$ cat src/rtl/switch_conditioner.sv
// Switch/button conditioner: per-channel 2-FF synchronizer, 4-state debounce FSM,
// registered level plus one-cycle press/release/auto-repeat strobes.
module switch_conditioner #(
    parameter int unsigned N               = 4,
    parameter int unsigned DEBOUNCE_CYCLES = 1000000,
    parameter int unsigned REPEAT_DELAY    = 50000000,
    parameter int unsigned REPEAT_PERIOD   = 10000000
) (
    input  logic         clk,
    input  logic         reset,
    input  logic [N-1:0] sw,
    output logic [N-1:0] level,
    output logic [N-1:0] press,
    output logic [N-1:0] rel,   // release strobe; "release" is a reserved word
    output logic [N-1:0] rpt
);

    localparam int unsigned DW   = $clog2(DEBOUNCE_CYCLES) + 1;
    localparam int unsigned RMAX = (REPEAT_DELAY > REPEAT_PERIOD) ? REPEAT_DELAY : REPEAT_PERIOD;
    localparam int unsigned RW   = (RMAX > 1) ? $clog2(RMAX) : 1;

    localparam logic [DW-1:0] DLAST  = DW'(DEBOUNCE_CYCLES - 1);
    localparam logic [RW-1:0] RDLAST = RW'((REPEAT_DELAY > 0) ? REPEAT_DELAY - 1 : 0);
    localparam logic [RW-1:0] RPLAST = RW'(REPEAT_PERIOD - 1);

    typedef enum logic [1:0] {
        LOW,
        RISING,
        HIGH,
        FALLING
    } state_t;

    state_t        state [N];
    logic [DW-1:0] dcnt  [N];
    logic [RW-1:0] rcnt  [N];
    logic [N-1:0]  s0;
    logic [N-1:0]  s1;
    logic [N-1:0]  first;   // repeat timer is still waiting out the initial delay

    always_ff @(posedge clk) begin
        if (reset) begin
            s0    <= '0;
            s1    <= '0;
            level <= '0;
            press <= '0;
            rel   <= '0;
            rpt   <= '0;
            first <= '0;
            for (int unsigned i = 0; i < N; i++) begin
                state[i] <= LOW;
                dcnt[i]  <= '0;
                rcnt[i]  <= '0;
            end
        end else begin
            s0    <= sw;
            s1    <= s0;
            press <= '0;
            rel   <= '0;
            rpt   <= '0;
            for (int unsigned i = 0; i < N; i++) begin
                case (state[i])
                    LOW: begin
                        if (s1[i]) begin
                            state[i] <= RISING;
                            dcnt[i]  <= '0;
                        end
                    end
                    RISING: begin
                        if (!s1[i]) begin
                            state[i] <= LOW;
                        end else if (dcnt[i] == DLAST) begin
                            state[i] <= HIGH;
                            level[i] <= 1'b1;
                            press[i] <= 1'b1;
                            rcnt[i]  <= '0;
                            first[i] <= 1'b1;
                        end else begin
                            dcnt[i] <= dcnt[i] + 1'b1;
                        end
                    end
                    HIGH: begin
                        if (!s1[i]) begin
                            state[i] <= FALLING;
                            dcnt[i]  <= '0;
                        end else if (REPEAT_DELAY != 0) begin
                            // Reload on each strobe so the period never drifts
                            if (rcnt[i] == (first[i] ? RDLAST : RPLAST)) begin
                                rpt[i]   <= 1'b1;
                                rcnt[i]  <= '0;
                                first[i] <= 1'b0;
                            end else begin
                                rcnt[i] <= rcnt[i] + 1'b1;
                            end
                        end
                    end
                    FALLING: begin
                        if (s1[i]) begin
                            state[i] <= HIGH;
                            rcnt[i]  <= '0;
                            first[i] <= 1'b1;
                        end else if (dcnt[i] == DLAST) begin
                            state[i] <= LOW;
                            level[i] <= 1'b0;
                            rel[i]   <= 1'b1;
                        end else begin
                            dcnt[i] <= dcnt[i] + 1'b1;
                        end
                    end
                    default: state[i] <= LOW;
                endcase
            end
        end
    end

endmodule

$ cat config.mk
export PLATFORM = sky130hd
export DESIGN_NAME = switch_conditioner
export DESIGN_NICKNAME = d
export VERILOG_FILES = /design/src/rtl/switch_conditioner.sv
export SDC_FILE = /design/constraint.sdc
export NUM_CORES = 1
export LEC_CHECK = 0
export CAP_MARGIN = 20
export CORE_MARGIN = 2
export CORE_UTILIZATION = 25
export CTS_CLUSTER_SIZE = 40
export DETAILED_ROUTE_END_ITERATION = 12
export PLACE_DENSITY = 0.45
export SLEW_MARGIN = 20
export SYNTH_ARGS = -nofsm -noshare
export SYNTH_HDL_FRONTEND = slang
export SYNTH_SLANG_ARGS = --single-unit
$ cat constraint.sdc
create_clock -name clk -period 7.13 [get_ports clk]
set_input_delay 0.713 -clock clk [delete_from_list [all_inputs] [get_ports clk]]
set_output_delay 0.713 -clock clk [all_outputs]
set_load 0.01 [all_outputs]
==> run_results.csv, run 1 <==
group,metric,value,unit
global_route,grt_max_degree,52,
place,hpwlAfterDp,14700,µm
critical_path,slowest_stage,"nand2_1",
synth,syn_area_per_cell,10.5,µm²
global_route,antenna_found_initial,0,
timing,slew_violations,0,
pwr,switching_power,1.02,mW
timing,rsz0062_at_grt,"false",
pwr,power_density,274,nW/µm²
clock_tree,ctsHoldBuffers,0,
synth,synth-edff-count,196,
timing,finalCritPeriodShare,0.466,
final_layout,area_delta_synth_final,14.2,%
timing,fmax,301,MHz
global_route,grt_overflow,0,
pwr,comb_power_share,0.110,
timing,tns,0,ns
timing,fin_crit,3.32,ns
drt,via_per_inst,4.47,
min_path,hp-class,"reg -> reg",
pwr,clock_power_share,0.373,
drt,dr.max_layer_used,"met4",
drt,drtIter0Drc,434,
die,dieArea,48800,µm²
global_route,grt_first_pass_wirelength,39600,µm
critical_path,path_class,"reg -> reg",
clock_tree,cts_resized,0,
global_route,track_usage,0.0942,
pwr,power_frac_seq,0.517,
die,row_count,79,
drt,via_count,7901,
final_layout,final_nets,1152,
die,core,46500,µm²
clock_tree,clkSlewWorstSetupHoldPaths,0.06,ns
synth,ys_seq_area_frac,0.548,
synth,ys_warn_count,0,
drt,wl,23000,µm
timing,relSlewSlack,0.307,
clock_tree,cts_buffers,27,
drt,met1_length,11800,µm
timing,setup_violations,0,
pwr,ir_drop,0.178,mV
die,ioPinCount,22,
clock_tree,h-tree-depth,1,
outcome,status,"complete, no violations",
synth,yosysTopAreaCell,"edfxtp_1",
synth,synth_ff_type,"edfxtp_1",
drt,drt-wirelength-per-cell,13.0,µm
die,die_w,221,µm
global_route,grt_pass1_vias,7878,
synth,syn_area,11800,µm²
drt,wl_met2,9940,µm
final_layout,layout_common_cells,"nor2_1, edfxtp_1, xor2_1",
final_layout,layout.cells.most_common,"nor2_1",
critical_path,worstPathCellList,"nor4_1, nand3_1, nor3_1, nand3b_1, nand2_1",
timing,worst_slew_pin_slew,1.03,ns
synth,ys_async_sr_fraction,0,
clock_tree,ctsRootBufferMaster,"clkbuf_16",
place,io_buffers,21,
synth,yosys-top-cells-area,"edfxtp_1, xor2_1, nor2_1",
critical_path,cp.required,7.22,ns
synth,syn_nets,1139,
critical_path,endpoint_kind,"register",
drt,first_pass_iters,5,
pwr,leakagePower,4.15,nW
clock_tree,cts_tree,"built",
pwr,power,3.68,mW
clock_tree,clock-sinks,224,
drt,antenna_left,0,
synth,synth_top_area_frac,0.500,
clock_tree,cts_setup_buffers,0,
clock_tree,insertion_delay,0.56,ns
drt,drc,0,
synth,ys_types,52,
critical_path,crit_path_start_kind,"register",
synth,ys_seq_elements,224,
pwr,switching_share,0.278,
die,die_h,221,µm
timing,fin_skew,0.0153,ns
die,start_util,0.253,
synth,synth_cells,1125,
final_layout,drive_gt1_frac,0.0526,
place,gp_congestion,0.724,
critical_path,cp_data_arrival_time,3.41,ns
drt,wl_met3,742,µm
critical_path,cp_max_fo,22,
timing,finalHoldViolCount,0,
final_layout,diodes,0,
pwr,intPower,2.66,mW
flow_run,cap_violations,0,
clock_tree,cts_buffer_depth,3,
critical_path,max_stage_delay,0.77,ns
==> flip-flops by register name, indices dropped and copies added, names as in the netlist <==
name	cells
rcnt	104
dcnt	84
state	8
first	4
level	4
press	4
rel	4
rpt	4
s0	4
s1	4
==> per-layer routing <==
metal  GRT usage  vias to the layer above
met1       0.134                     3742
met4      0.0240                        0
met2       0.146                       89
li1            -                     4037
met3      0.0185                       33
met5           0                        -
==> through the flow <==
step / utilization / instances / instance area (µm²) / hold WS (ns) / worst slack, ns
finish: 0.289 / 1766 / 13400 / 0.438 / 3.81
global route: 0.289 / 1766 / 13400 / 0.462 / 3.38
CTS: 0.289 / 1766 / 13400 / 0.444 / 3.71
detailed placement: 0.270 / 1716 / 12500 / 0.427 / 3.75
global placement: 0.270 / 1716 / 12500 / 0.424 / 3.76
floorplan: - / 1125 / 11800 / 0.414 / 4.60
==> final timing paths <==
path          startpoint         end  slack, ns  cells past startpoint
min                s0[2]       s1[2]       0.44                      1
max          dcnt[1][10]  dcnt[1][6]       3.81                      5
max reg2reg  dcnt[1][10]  dcnt[1][6]       3.81                      5
min reg2reg        s0[2]       s1[2]       0.44                      1
==> synth_stat cells, types with 5 or more instances <==
library cell    n
a21oi_1         8
o21ai_0         5
or3_1           7
and3_1         25
nor3b_1         5
a21o_1          5
nor2b_1        15
nand4_1        49
and4_1         11
nor2_1        232
xor2_1        106
clkbuf_1       17
nor3_1         40
edfxtp_1      196
nand2_1        77
ha_1            8
xnor2_1        70
nor4b_1         5
buf_2          14
nand3_1        75
nor4_1         29
inv_1          29
buf_4           5
dfxtp_1        28
==> cells by family (layout without fill, tap and decap cells) <==
logic type | after synthesis | count (layout) | share of synthesized area
muxes | 3 | 3 | 0.00255
and+or+nand+nor | 609 | 609 | 0.262
adders and majority gates | 8 | 8 | 0.00851
xor gates and xnor gates | 176 | 176 | 0.131
DFF | 224 | 224 | 0.548
AOI/OAI and AO/OA | 38 | 38 | 0.0218
buffers and inverters | 67 | 101 | 0.0257
==> final cells by class <==
type | instances | area [µm²]
Fill cell | 4882 | 33000
Sequential cell | 224 | 6450
Multi-Input combinational cell | 834 | 5030
Tap cell | 607 | 759
Clock buffer | 35 | 716
Timing Repair Buffer | 22 | 213
Clock inverter | 15 | 160
Inverter | 29 | 109
==> worst max-delay path, delay by kind of cell (launching register included) <==
family	cells	cell delay, ns
and+or+nand+nor	5	2.38
DFF	1	0.47
==> power by group through the flow <==
stage               Combinational (mW)  Clock, mW  Sequential (mW)
finish                           0.404       1.37             1.90
global route                     0.469       1.48             1.94
CTS                              0.411       1.43             1.90
detailed placement               0.405          0             1.93
global placement                 0.407          0             1.92
floorplan                        0.364          0             1.84
Power figures use the tool's default switching activity.
==> run 2: changes to the inputs <==
==> constraint.sdc (replaced) <==
create_clock -name clk -period 3.1 [get_ports clk]
set_input_delay 0.31 -clock clk [delete_from_list [all_inputs] [get_ports clk]]
set_output_delay 0.31 -clock clk [all_outputs]
set_load 0.01 [all_outputs]
==> run_results.csv, run 2 (synthesis gave the netlist of run 1 again) <==
group,metric,value,unit
pwr,comb_power_share,0.112,
final_layout,top_register,"rcnt",
flow_run,cap_violations,0,
critical_path,path_class,"reg -> reg",
critical_path,rrSetupSlack,0.60,ns
clock_tree,cts_buffer_depth,3,
timing,finalHoldViolCount,0,
timing,worst_slew_pin_slew,0.867,ns
pwr,clock_power_share,0.372,
timing,fmax,400,MHz
die,die_w,221,µm
die,die_h,221,µm
drt,drtIter0Drc,451,
place,gp_congestion,0.753,
final_layout,multi_input_area,5020,µm²
pwr,leakagePower,4.22,nW
pwr,switching_power,2.34,mW
critical_path,r2r_cells,6,
timing,slew_violations,0,
final_layout,largest_reg_flops,104,
drt,drt-wirelength-per-cell,12.9,µm
place,hpwlAfterDp,14900,µm
die,row_count,79,
outcome,status,"complete, no violations",
drt,first_pass_iters,5,
critical_path,cp.required,3.31,ns
global_route,grt_first_pass_wirelength,39100,µm
pwr,power_density,626,nW/µm²
timing,setup_violations,0,
min_path,hold_depth,2,
die,start_util,0.253,
final_layout,seqCellArea,6450,µm²
global_route,track_usage,0.0932,
clock_tree,ctsRootBufferMaster,"clkbuf_16",
pwr,power,8.46,mW
timing,rsz0062_at_grt,"false",
clock_tree,clkSlewWorstSetupHoldPaths,0.06,ns
global_route,grt_pass1_vias,7816,
clock_tree,cts_setup_buffers,0,
clock_tree,cts_resized,0,
pwr,intPower,6.12,mW
critical_path,timing.rr.start,"dcnt[1][10]",
timing,tns,0,ns
place,io_buffers,21,
timing,relSlewSlack,0.422,
drt,via_per_inst,4.46,
die,ioPinCount,22,
drt,antenna_left,0,
critical_path,cp_max_fo,26,
critical_path,endpoint_kind,"register",
clock_tree,ctsHoldBuffers,0,
drt,via_count,7938,
final_layout,diodes,0,
min_path,hold_end,"level[1]",
final_layout,num-fill-cells,4895,
clock_tree,cts_tree,"built",
clock_tree,clock-sinks,224,
timing,finalCritPeriodShare,0.806,
clock_tree,cts_buffers,26,
pwr,switching_share,0.277,
final_layout,area_delta_synth_final,15.0,%
die,dieArea,48800,µm²
clock_tree,h-tree-depth,1,
critical_path,cp_data_arrival_time,2.71,ns
global_route,grt_overflow,0,
timing,fin_skew,0.0203,ns
final_layout,drive_gt1_frac,0.0640,
critical_path,crit_path_start_kind,"register",
die,core,46500,µm²
drt,wl,22900,µm
min_path,hp-class,"in -> reg",
timing,fin_crit,2.50,ns
final_layout,layout.cells.most_common,"nor2_1",
min_path,worst_hold_startpoint,"reset",
clock_tree,insertion_delay,0.55,ns
final_layout,layout_common_cells,"nor2_1, edfxtp_1, xor2_1",
global_route,antenna_found_initial,0,
pwr,ir_drop,0.404,mV
pwr,power_frac_seq,0.516,
global_route,grt_max_degree,28,
final_layout,top_regs,"rcnt x104, dcnt x84, state x8",
final_layout,final_nets,1166,
critical_path,rr_endpoint,"rcnt[1][18]",
drt,drc,0,
## run 2: per-layer routing
metal	global-route usage	part of all wire	vias to the layer above
met5	0	0	-
met4	0.0236	0.023	0
met3	0.0182	0.030	31
met2	0.146	0.43	78
met1	0.132	0.52	3753
li1	-	-	4076
## run 2: metrics by stage
| stage | utilization | area, µm² | setup WS, ns | std cells | hold slack [ns] |
|---|---|---|---|---|---|
| 4_1_cts | 0.291 | 13500 | 0.631 | 1779 | 0.245 |
| 5_1_grt | 0.291 | 13500 | 0.398 | 1779 | 0.283 |
| 3_5_place_dp | 0.272 | 12700 | 0.648 | 1731 | 0.426 |
| 3_3_place_gp | 0.272 | 12700 | 0.664 | 1731 | 0.420 |
| 6_report | 0.291 | 13500 | 0.602 | 1779 | 0.268 |
| 2_1_floorplan | - | 11800 | 0.573 | 1125 | 0.414 |
## run 2: power groups by stage
stage | logic, mW | registers (mW) | clock network [mW]
4_1_cts | 0.966 | 4.37 | 3.28
3_3_place_gp | 0.961 | 4.42 | 0
5_1_grt | 1.09 | 4.45 | 3.39
3_5_place_dp | 0.955 | 4.43 | 0
2_1_floorplan | 0.838 | 4.23 | 0
6_report | 0.946 | 4.37 | 3.14
## run 2: final cells by class
type / instances / area share
clock inverters: 17 / 0.0145
clock buffers: 31 / 0.0495
inverters: 29 / 0.00805
flip-flops and latches: 224 / 0.477
multi-input cells: 834 / 0.371
repair buffers: 37 / 0.0241
well taps: 607 / 0.0562
## run 2: worst max path at each step
| stage | start | endpoint |
|---|---|---|
| floorplan | dcnt[2][0] | dcnt[2][0] |
| detailed placement | dcnt[2][0] | rcnt[2][7] |
| finish | dcnt[1][10] | rcnt[1][18] |
| CTS | dcnt[2][0] | rcnt[2][8] |
| global route | dcnt[1][11] | rcnt[1][4] |
| global placement | dcnt[2][0] | rcnt[2][19] |
## run 2: critical path, stage by stage (launching register included)
cell and delay [ns]:
edfxtp_1 0.48, nor4_1 0.30, nand3_1 0.16, nor4_1 0.56, or2_2 0.21, a21o_1 0.10
buf_4 0.33
==> run 3: changes to the inputs <==
==> constraint.sdc (replaced) <==
create_clock -name clk -period 2.4 [get_ports clk]
set_input_delay 0.24 -clock clk [delete_from_list [all_inputs] [get_ports clk]]
set_output_delay 0.24 -clock clk [all_outputs]
set_load 0.01 [all_outputs]
==> run_results.csv, run 3 (synthesis gave the netlist of run 1 again) <==
group,metric,value,unit
critical_path,path_class,"reg -> reg",
drt,drc,0,
drt,drtIter0Drc,397,
pwr,ir_drop,0.454,mV
critical_path,cp_max_fo,26,
clock_tree,cts_buffer_depth,3,
critical_path,rr_endpoint,"rcnt[2][19]",
drt,via_count,8181,
critical_path,timing.rr.start,"dcnt[2][12]",
final_layout,layout_common_cells,"nor2_1, edfxtp_1, xor2_1",
clock_tree,cts_tree,"built",
final_layout,top_regs,"rcnt x104, dcnt x84, state x8",
drt,via_per_inst,4.49,
clock_tree,cts_buffers,29,
final_layout,diodes,0,
timing,relSlewSlack,0.543,
timing,finalHoldViolCount,0,
place,io_buffers,21,
die,die_w,221,µm
global_route,antenna_found_initial,0,
global_route,grt_max_degree,34,
pwr,leakagePower,4.52,nW
timing,finalCritPeriodShare,0.951,
critical_path,cp_data_arrival_time,2.54,ns
critical_path,crit_end,"rcnt[2][19]",
final_layout,drive_gt1_frac,0.0986,
critical_path,crit_start,"dcnt[2][12]",
pwr,power_density,808,nW/µm²
timing,setup_violations,0,
clock_tree,clock-sinks,224,
global_route,track_usage,0.0970,
flow_run,cap_violations,0,
final_layout,top_register,"rcnt",
critical_path,crit_path_start_kind,"register",
critical_path,worstPathCellList,"nor4_1, nand3_1, nor4_2, buf_4, o21a_1, or2_2, buf_12",
die,row_count,79,
final_layout,largest_reg_flops,104,
pwr,power,11.4,mW
global_route,grt_first_pass_wirelength,40600,µm
drt,wl,23400,µm
critical_path,endpoint_kind,"register",
critical_path,max_stage_delay,0.45,ns
die,dieArea,48800,µm²
min_path,hp-class,"in -> reg",
final_layout,instances_no_fill,1824,
die,core,46500,µm²
timing,holdWs,0.214,ns
critical_path,cp.required,2.65,ns
place,gp_congestion,0.735,
timing,slew_violations,0,
die,start_util,0.253,
critical_path,slowest_stage,"nor4_2",
final_layout,layout.cells.most_common,"nor2_1",
die,die_h,221,µm
drt,first_pass_iters,4,
final_layout,area_delta_synth_final,19.5,%
timing,fmax,438,MHz
final_layout,final_nets,1208,
timing,tns,0,ns
place,dp_cells,1770,
clock_tree,clkSlewWorstSetupHoldPaths,0.05,ns
critical_path,r2r_cells,7,
global_route,grt_overflow,0,
clock_tree,insertion_delay,0.57,ns
timing,fin_skew,0.0271,ns
place,hpwlAfterDp,15300,µm
outcome,status,"complete, no violations",
timing,rsz0062_at_grt,"false",
clock_tree,ctsRootBufferMaster,"clkbuf_16",
timing,fin_crit,2.28,ns
drt,drt-wirelength-per-cell,12.8,µm
drt,antenna_left,0,
clock_tree,h-tree-depth,1,
global_route,grt_pass1_vias,8225,
timing,worst_slew_pin_slew,0.686,ns
die,ioPinCount,22,
critical_path,rrSetupSlack,0.12,ns
## run 3: area by class of cell
class	count	area (µm²)
inverter	29	109
fill	4840	32400
clock inverter	6	75.1
tap	607	759
multi-input combinational	834	5040
clock buffer	48	898
timing repair buffer	76	731
sequential	224	6450
## run 3: worst min-delay path by stage
stage | from | endpoint | slack (ns) | cells past startpoint
after floorplan | sw[0] | s0[0] | 0.37 | 1
after global placement | s0[0] | s1[0] | 0.44 | 1
after detailed placement | s0[3] | s1[3] | 0.43 | 1
after CTS | sw[1] | s0[1] | 0.19 | 2
after global routing | sw[3] | s0[3] | 0.21 | 2
final | reset | s0[1] | 0.21 | 2
## run 3: report_power, final
group,total [mW],internal [mW],switching (mW)
registers,5.60,4.96,0.647
clock network,4.34,2.66,1.68
logic,1.41,0.628,0.779
total,11.4,8.24,3.11
## run 3: critical path: cells and delay by family (launching register included)
kind | cells | cell delay (ns)
and+or+nand+nor | 4 | 1.07
DFF | 1 | 0.42
AOI/OAI and AO/OA | 1 | 0.09
buffers and inverters | 2 | 0.38
## run 3: through the flow
stage          worst slack (ns)  utilization  cell area, µm²
5_1_grt                  0.0201        0.303           14100
6_report                  0.118        0.303           14100
3_3_place_gp              0.100        0.281           13100
2_1_floorplan            0.0530            -           11800
3_5_place_dp              0.102        0.281           13100
4_1_cts                  0.0838        0.302           14000
## run 3: what timing repair did
| action | CTS | global route |
|---|---|---|
| setup endpoints to repair | 0 | 52 |
| hold buffers | 0 | 0 |
| buffers inserted | 0 | 0 |
| resized for setup | 0 | 2 |
## run 3: per-layer routing
metal	up-vias	track usage	wire length, µm
met5	-	0	0
met4	0	0.0312	637
met3	37	0.0177	652
met2	66	0.156	10500
met1	3912	0.132	11600
li1	4166	-	-
